<file path="config.mk">
export PLATFORM = sky130hd
export DESIGN_NAME = vga_timing_gen
export DESIGN_NICKNAME = d
export VERILOG_FILES = /design/src/rtl/vga_timing_gen.sv
export SDC_FILE = /design/constraint.sdc
export NUM_CORES = 1
export LEC_CHECK = 0
export ABC_CLOCK_PERIOD_IN_PS = 9500
export CORE_ASPECT_RATIO = 1.1
export CORE_MARGIN = 10
export CORE_UTILIZATION = 45
export DETAILED_ROUTE_END_ITERATION = 16
export PLACE_DENSITY = 0.8
export RECOVER_POWER = 100
export SLEW_MARGIN = 20
export SYNTH_ARGS = -nofsm -noshare
export SYNTH_HDL_FRONTEND = slang
export SYNTH_SLANG_ARGS = --single-unit
</file>
<file path="constraint.sdc">
create_clock -name clk -period 9.5 [get_ports clk]
set_clock_uncertainty 0.15 [all_clocks]
set_input_delay 1.9 -clock clk [delete_from_list [all_inputs] [get_ports clk]]
set_output_delay 1.9 -clock clk [all_outputs]
set_load 0.05 [all_outputs]
</file>
<file path="src/rtl/vga_timing_gen.sv">
// Raster timing generator: shadowed H/V timing, sync polarity control,
// pixel-fetch latency compensation, built-in test patterns and a sticky
// underflow flag for late buffer data.
module vga_timing_gen #(
    parameter int HW        = 11,
    parameter int VW        = 10,
    parameter int CW        = 4,
    parameter int REQ_LAT   = 1,
    parameter int BAR_SHIFT = 6
) (
    input  logic            clk,
    input  logic            resetn,
    input  logic            en_i,
    input  logic [HW-1:0]   h_total_i,
    input  logic [HW-1:0]   h_sync_i,
    input  logic [HW-1:0]   h_act_start_i,
    input  logic [HW-1:0]   h_act_end_i,
    input  logic [VW-1:0]   v_total_i,
    input  logic [VW-1:0]   v_sync_i,
    input  logic [VW-1:0]   v_act_start_i,
    input  logic [VW-1:0]   v_act_end_i,
    input  logic            hs_pol_i,
    input  logic            vs_pol_i,
    input  logic [1:0]      mode_i,
    input  logic [3*CW-1:0] solid_i,
    input  logic [3*CW-1:0] data_i,
    input  logic            data_valid_i,
    input  logic            underflow_clr_i,
    output logic            data_req_o,
    output logic [CW-1:0]   red_o,
    output logic [CW-1:0]   green_o,
    output logic [CW-1:0]   blue_o,
    output logic            hsync_o,
    output logic            vsync_o,
    output logic            de_o,
    output logic            frame_start_o,
    output logic            underflow_o
);

    localparam int unsigned LAT = REQ_LAT;

    typedef enum logic [1:0] {
        MODE_BUFFER  = 2'd0,
        MODE_BARS    = 2'd1,
        MODE_SOLID   = 2'd2,
        MODE_CHECKER = 2'd3
    } mode_t;

    // Per-pixel information travelling alongside the fetch latency.
    typedef struct packed {
        logic       hs;
        logic       vs;
        logic       act;
        logic       fs;
        mode_t      mode;
        logic [2:0] bar;
        logic       chk;
    } stage_t;

    logic [HW-1:0]   h_tot, h_sync, h_as, h_ae;
    logic [VW-1:0]   v_tot, v_sync, v_as, v_ae;
    logic            hs_pol, vs_pol;
    mode_t           mode;
    logic [3*CW-1:0] solid;

    logic [HW-1:0]   h_cnt;
    logic [VW-1:0]   v_cnt;
    logic            run;
    logic            h_wrap, v_wrap, frame_end;

    stage_t          s0;
    stage_t          pipe [LAT];
    stage_t          sl;

    logic [CW-1:0]   pix_r, pix_g, pix_b;
    logic            under;

    assign run       = resetn && en_i;
    // A total below 2 pins the counter at 0, so it wraps every cycle.
    assign h_wrap    = (h_tot < HW'(2)) || (h_cnt == h_tot - HW'(1));
    assign v_wrap    = (v_tot < VW'(2)) || (v_cnt == v_tot - VW'(1));
    assign frame_end = h_wrap && v_wrap;
    assign sl        = pipe[LAT-1];

    // Shadow timing/mode: track inputs while idle, otherwise reload only at the last pixel of a frame.
    always_ff @(posedge clk) begin
        if (!run || frame_end) begin
            h_tot  <= h_total_i;
            h_sync <= h_sync_i;
            h_as   <= h_act_start_i;
            h_ae   <= h_act_end_i;
            v_tot  <= v_total_i;
            v_sync <= v_sync_i;
            v_as   <= v_act_start_i;
            v_ae   <= v_act_end_i;
            hs_pol <= hs_pol_i;
            vs_pol <= vs_pol_i;
            mode   <= mode_t'(mode_i);
            solid  <= solid_i;
        end
    end

    // Raster position counters.
    always_ff @(posedge clk) begin
        if (!run) begin
            h_cnt <= '0;
            v_cnt <= '0;
        end else if (h_wrap) begin
            h_cnt <= '0;
            v_cnt <= v_wrap ? '0 : v_cnt + VW'(1);
        end else begin
            h_cnt <= h_cnt + HW'(1);
        end
    end

    // Stage-0 decode of the current raster position.
    always_comb begin
        s0      = '0;
        s0.hs   = h_cnt < h_sync;
        s0.vs   = v_cnt < v_sync;
        s0.act  = (h_cnt >= h_as) && (h_cnt < h_ae) && (v_cnt >= v_as) && (v_cnt < v_ae);
        s0.fs   = (h_cnt == '0) && (v_cnt == '0);
        s0.mode = mode;
        s0.bar  = 3'((h_cnt - h_as) >> BAR_SHIFT);
        s0.chk  = 1'((h_cnt - h_as) >> BAR_SHIFT) ^ 1'((v_cnt - v_as) >> BAR_SHIFT);
    end

    assign data_req_o = s0.act && (mode == MODE_BUFFER) && run;

    // Delay line matching the buffer fetch latency; flushed whenever idle.
    always_ff @(posedge clk) begin
        if (!run) begin
            for (int unsigned i = 0; i < LAT; i++) pipe[i] <= '0;
        end else begin
            pipe[0] <= s0;
            for (int unsigned i = 1; i < LAT; i++) pipe[i] <= pipe[i-1];
        end
    end

    // Colour selection at the stage where buffer data arrives.
    always_comb begin
        pix_r = '0;
        pix_g = '0;
        pix_b = '0;
        under = 1'b0;
        if (sl.act) begin
            case (sl.mode)
                MODE_BUFFER: begin
                    if (data_valid_i) {pix_b, pix_g, pix_r} = data_i;
                    else              under = 1'b1;
                end
                MODE_BARS: begin
                    pix_r = {CW{~sl.bar[1]}};
                    pix_g = {CW{~sl.bar[2]}};
                    pix_b = {CW{~sl.bar[0]}};
                end
                MODE_SOLID: {pix_r, pix_g, pix_b} = solid;
                MODE_CHECKER: begin
                    pix_r = {CW{sl.chk}};
                    pix_g = {CW{sl.chk}};
                    pix_b = {CW{sl.chk}};
                end
                default: ;
            endcase
        end
    end

    // Registered pin outputs.
    always_ff @(posedge clk) begin
        if (!run) begin
            hsync_o       <= ~hs_pol_i;
            vsync_o       <= ~vs_pol_i;
            de_o          <= 1'b0;
            frame_start_o <= 1'b0;
            red_o         <= '0;
            green_o       <= '0;
            blue_o        <= '0;
        end else begin
            hsync_o       <= sl.hs ? hs_pol : ~hs_pol;
            vsync_o       <= sl.vs ? vs_pol : ~vs_pol;
            de_o          <= sl.act;
            frame_start_o <= sl.fs;
            red_o         <= pix_r;
            green_o       <= pix_g;
            blue_o        <= pix_b;
        end
    end

    // Sticky underflow flag; a new underflow wins over a clear.
    always_ff @(posedge clk) begin
        if (!resetn)                 underflow_o <= 1'b0;
        else if (run && under)       underflow_o <= 1'b1;
        else if (underflow_clr_i)    underflow_o <= 1'b0;
    end

endmodule

</file>
==> impl_metrics.json <==
{
  "run_status": "finished with violations",
  "failed_checks": "max-capacitance violations, max-slew violations",
  "dieArea_mm2": 0.02162,
  "die_y_um": 153.2,
  "synthDistinctLibCells": 58,
  "cts_tree": "yes",
  "p_per_area_mw_per_mm2": 157.6,
  "grt-ovfl-total": 0,
  "drt-initial-drc-count": 284,
  "drc_errors": 0,
  "ys_warn_count": 0,
  "min_path_cells": 1,
  "clock.fmax_ghz": 0.1275,
  "end_kind": "output pin",
  "p_int_uw": 1154,
  "area_growth_syn_to_layout_pct": 28.12,
  "peakVddDrop_mv": 0.1315,
  "nets": 960,
  "vias": 5189,
  "holdPathEnd": "frame_start_o$_SDFF_PN0_",
  "io_pins": 135,
  "period_needed_ps": 7845,
  "htreeDepth": 4,
  "initial_core_util": 0.4597,
  "max_slew.worst_pin.slew_ps": 3195,
  "critPathKind": "in -> out",
  "final_common_cell": "dlygate4sd3_1",
  "synth_area_leader_cell": "edfxtp_1",
  "sw_frac_of_total": 0.2128,
  "setup_viol": 0,
  "dp.cells": 959,
  "ctsResizeCount": 0,
  "synth_top_area_frac": 0.4136,
  "synth.avg_cell_area_um2": 11.34,
  "maxSlewViolCount": 118,
  "cts_made_buffers": 17,
  "clock_latency_ps": 420,
  "drt-total-wl_um": 16150,
  "via_per_inst": 5.220,
  "crit_arrival_ps": 5800,
  "final_cells": 994,
  "core_mm2": 0.01580,
  "die_x_um": 141.1,
  "grt_max_degree": 63,
  "mostFrequentLayoutCells": "dlygate4sd3_1 (119), edfxtp_1 (100), inv_1 (69)",
  "drt-pass1-iter-count": 4,
  "clockPowerShare": 0.411,
  "start_kind": "primary input",
  "pwr-share-seq": 0.507,
  "r2r-start": "h_tot[0]$_DFFE_PP_",
  "postCtsSetupRepairBufs": 0,
  "ys_seq_area_frac": 0.5459,
  "pwr-share-comb": 0.082,
  "ys_ff_latch": 148,
  "startpoint": "resetn",
  "hpwl_um": 12170,
  "grt_usage": 0.1516,
  "syn_inst": 640,
  "min_path_type": "reg -> reg",
  "grt_setup_unrepaired": "false",
  "syn_nets": 822,
  "worstHoldStart": "pipe[0][6]$_SDFF_PN0_",
  "ant_nets": 0,
  "ys.flop_type": "edfxtp_1",
  "gp_congestion": 0.8135,
  "drive_above_1_share": 0.04930,
  "cts_hold_buf": 0,
  "async_reset_ff_frac": 0,
  "syn_area_mm2": 0.007261,
  "clock-sinks": 148,
  "cts-root-buf": "clkbuf_16",
  "power.switching_uw": 312.0,
  "maxSlewHeadroom": -1.130,
  "r2r-end": "v_tot[2]$_DFFE_PP_",
  "antenna_found_initial": 3,
  "io_buffer_count": 134,
  "synth_edf_count": 100,
  "grt_pass1_wl_um": 26440,
  "r2r_cells": 10,
  "finalHoldViolCount": 0,
  "cts.clk_slew.worst_paths_ps": 60,
  "cp.required_ps": 7450,
  "fp-row-count": 48,
  "routedWlPerCell_um": 16.25,
  "cellLeakagePower_uw": 0.003926,
  "synth_area_leaders": "edfxtp_1 (41%), dfxtp_1 (13%), ha_1 (11%)",
  "r2r_setup_slack_ps": 2410,
  "fin_crit_sh": 0.8258,
  "crit_fanout": 13,
  "setup_tns_ps": 0,
  "cts_buffer_depth": 2,
  "grt_pass1_vias": 5302,
  "drv_cap": 3
}
[how the worst max path moves through the flow]
| stage | end | slack (ps) | cells past startpoint |
|---|---|---|---|
| 6_report | data_req_o | 1650 | 9 |
| 5_1_grt | data_req_o | 1550 | 9 |
| 4_1_cts | data_req_o | 2000 | 9 |
| 3_5_place_dp | data_req_o | 2030 | 9 |
| 3_3_place_gp | data_req_o | 2140 | 9 |
| 2_1_floorplan | data_req_o | 3350 | 7 |
[power groups by stage]
stage               sequential [uW]  clock [uW]  combinational, uW
floorplan                       754           0               63.4
global placement                754           0                127
detailed placement              755           0                130
CTS                             742         612                131
global route                    747         641                136
finish                          743         602                121
[layout make-up]
| class | instances | area, um^2 |
|---|---|---|
| Clock buffer | 25 | 465.4 |
| Tap cell | 200 | 250.2 |
| Antenna cell | 3 | 7.507 |
| Sequential cell | 148 | 3964 |
| Clock inverter | 7 | 58.81 |
| Multi-Input combinational cell | 407 | 2953 |
| Fill cell | 1337 | 6492 |
| Inverter | 69 | 259.0 |
| Timing Repair Buffer | 135 | 1345 |
[cell usage after synthesis, drive strengths merged (5+ instances only)]
library cell and count:
dfxtp 48, nand2 28, o21a 5, nor3b 8, ha 65, xor2 14
a32o 7, nand4 5, o21ai 29, nand2b 9, nor2b 10, a21o 15
a211oi 6, nor3 11, a21oi 36, and2 5, nor2 46, and3 17
inv 69, nor4 8, edfxtp 100, nand3 11, xnor2 25, clkbuf 12
[flip-flops by register name (all words and copies together), names as in the netlist, 2 cells and up]
| signal | flops |
|---|---|
| solid | 12 |
| h_ae | 11 |
| h_as | 11 |
| h_cnt | 11 |
| h_sync | 11 |
| h_tot | 11 |
| pipe | 10 |
| v_ae | 10 |
| v_as | 10 |
| v_cnt | 10 |
| v_sync | 10 |
| v_tot | 10 |
| blue_o | 4 |
| green_o | 4 |
| red_o | 4 |
| mode | 2 |
[kinds of logic (layout without fill, tap and decap cells)]
logic type,after synthesis,in the layout,share of synthesized area
flip-flops,148,148,0.5459
XOR/XNOR,39,39,0.04704
adder cells (fa/ha/maj),65,65,0.1120
AND/OR/NAND/NOR,175,175,0.1323
AO/OA/AOI/OAI,128,128,0.1160
buffers and inverters,85,236,0.04670
other,0,3,0
[metrics by stage]
| stage | hold slack [ps] | power, uW | setup WS, ps | util | cell area [um^2] |
|---|---|---|---|---|---|
| finish | 326.2 | 1466 | 1655 | 0.5890 | 9303 |
| global route | 344.6 | 1523 | 1550 | 0.5888 | 9300 |
| CTS | 327.6 | 1486 | 2003 | 0.5895 | 9311 |
| detailed placement | 314.2 | 885.1 | 2033 | 0.5563 | 8787 |
| global placement | 323.2 | 881.0 | 2138 | 0.5563 | 8787 |
| floorplan | 293.6 | 817.0 | 3347 | - | 7261 |
[routing by layer]
layer / global-route usage / up-vias / routed length (um)
li1: - / 2597 / -
met1: 0.1777 / 2444 / 6889
met2: 0.2542 / 125 / 8099
met3: 0.04183 / 23 / 852
met4: 0.06299 / 0 / 310
met5: 0 / - / 0
[critical path: stages]
cell and delay (ps):
dlygate4sd3_1 630, and2_0 600, o2111ai_1 200, a311oi_1 280, and3_1 180, o21ai_0 70, a2111oi_0 760, nor3b_1 260
dlygate4sd3_1 910
Note: power is estimated with default switching activity, not from simulation.
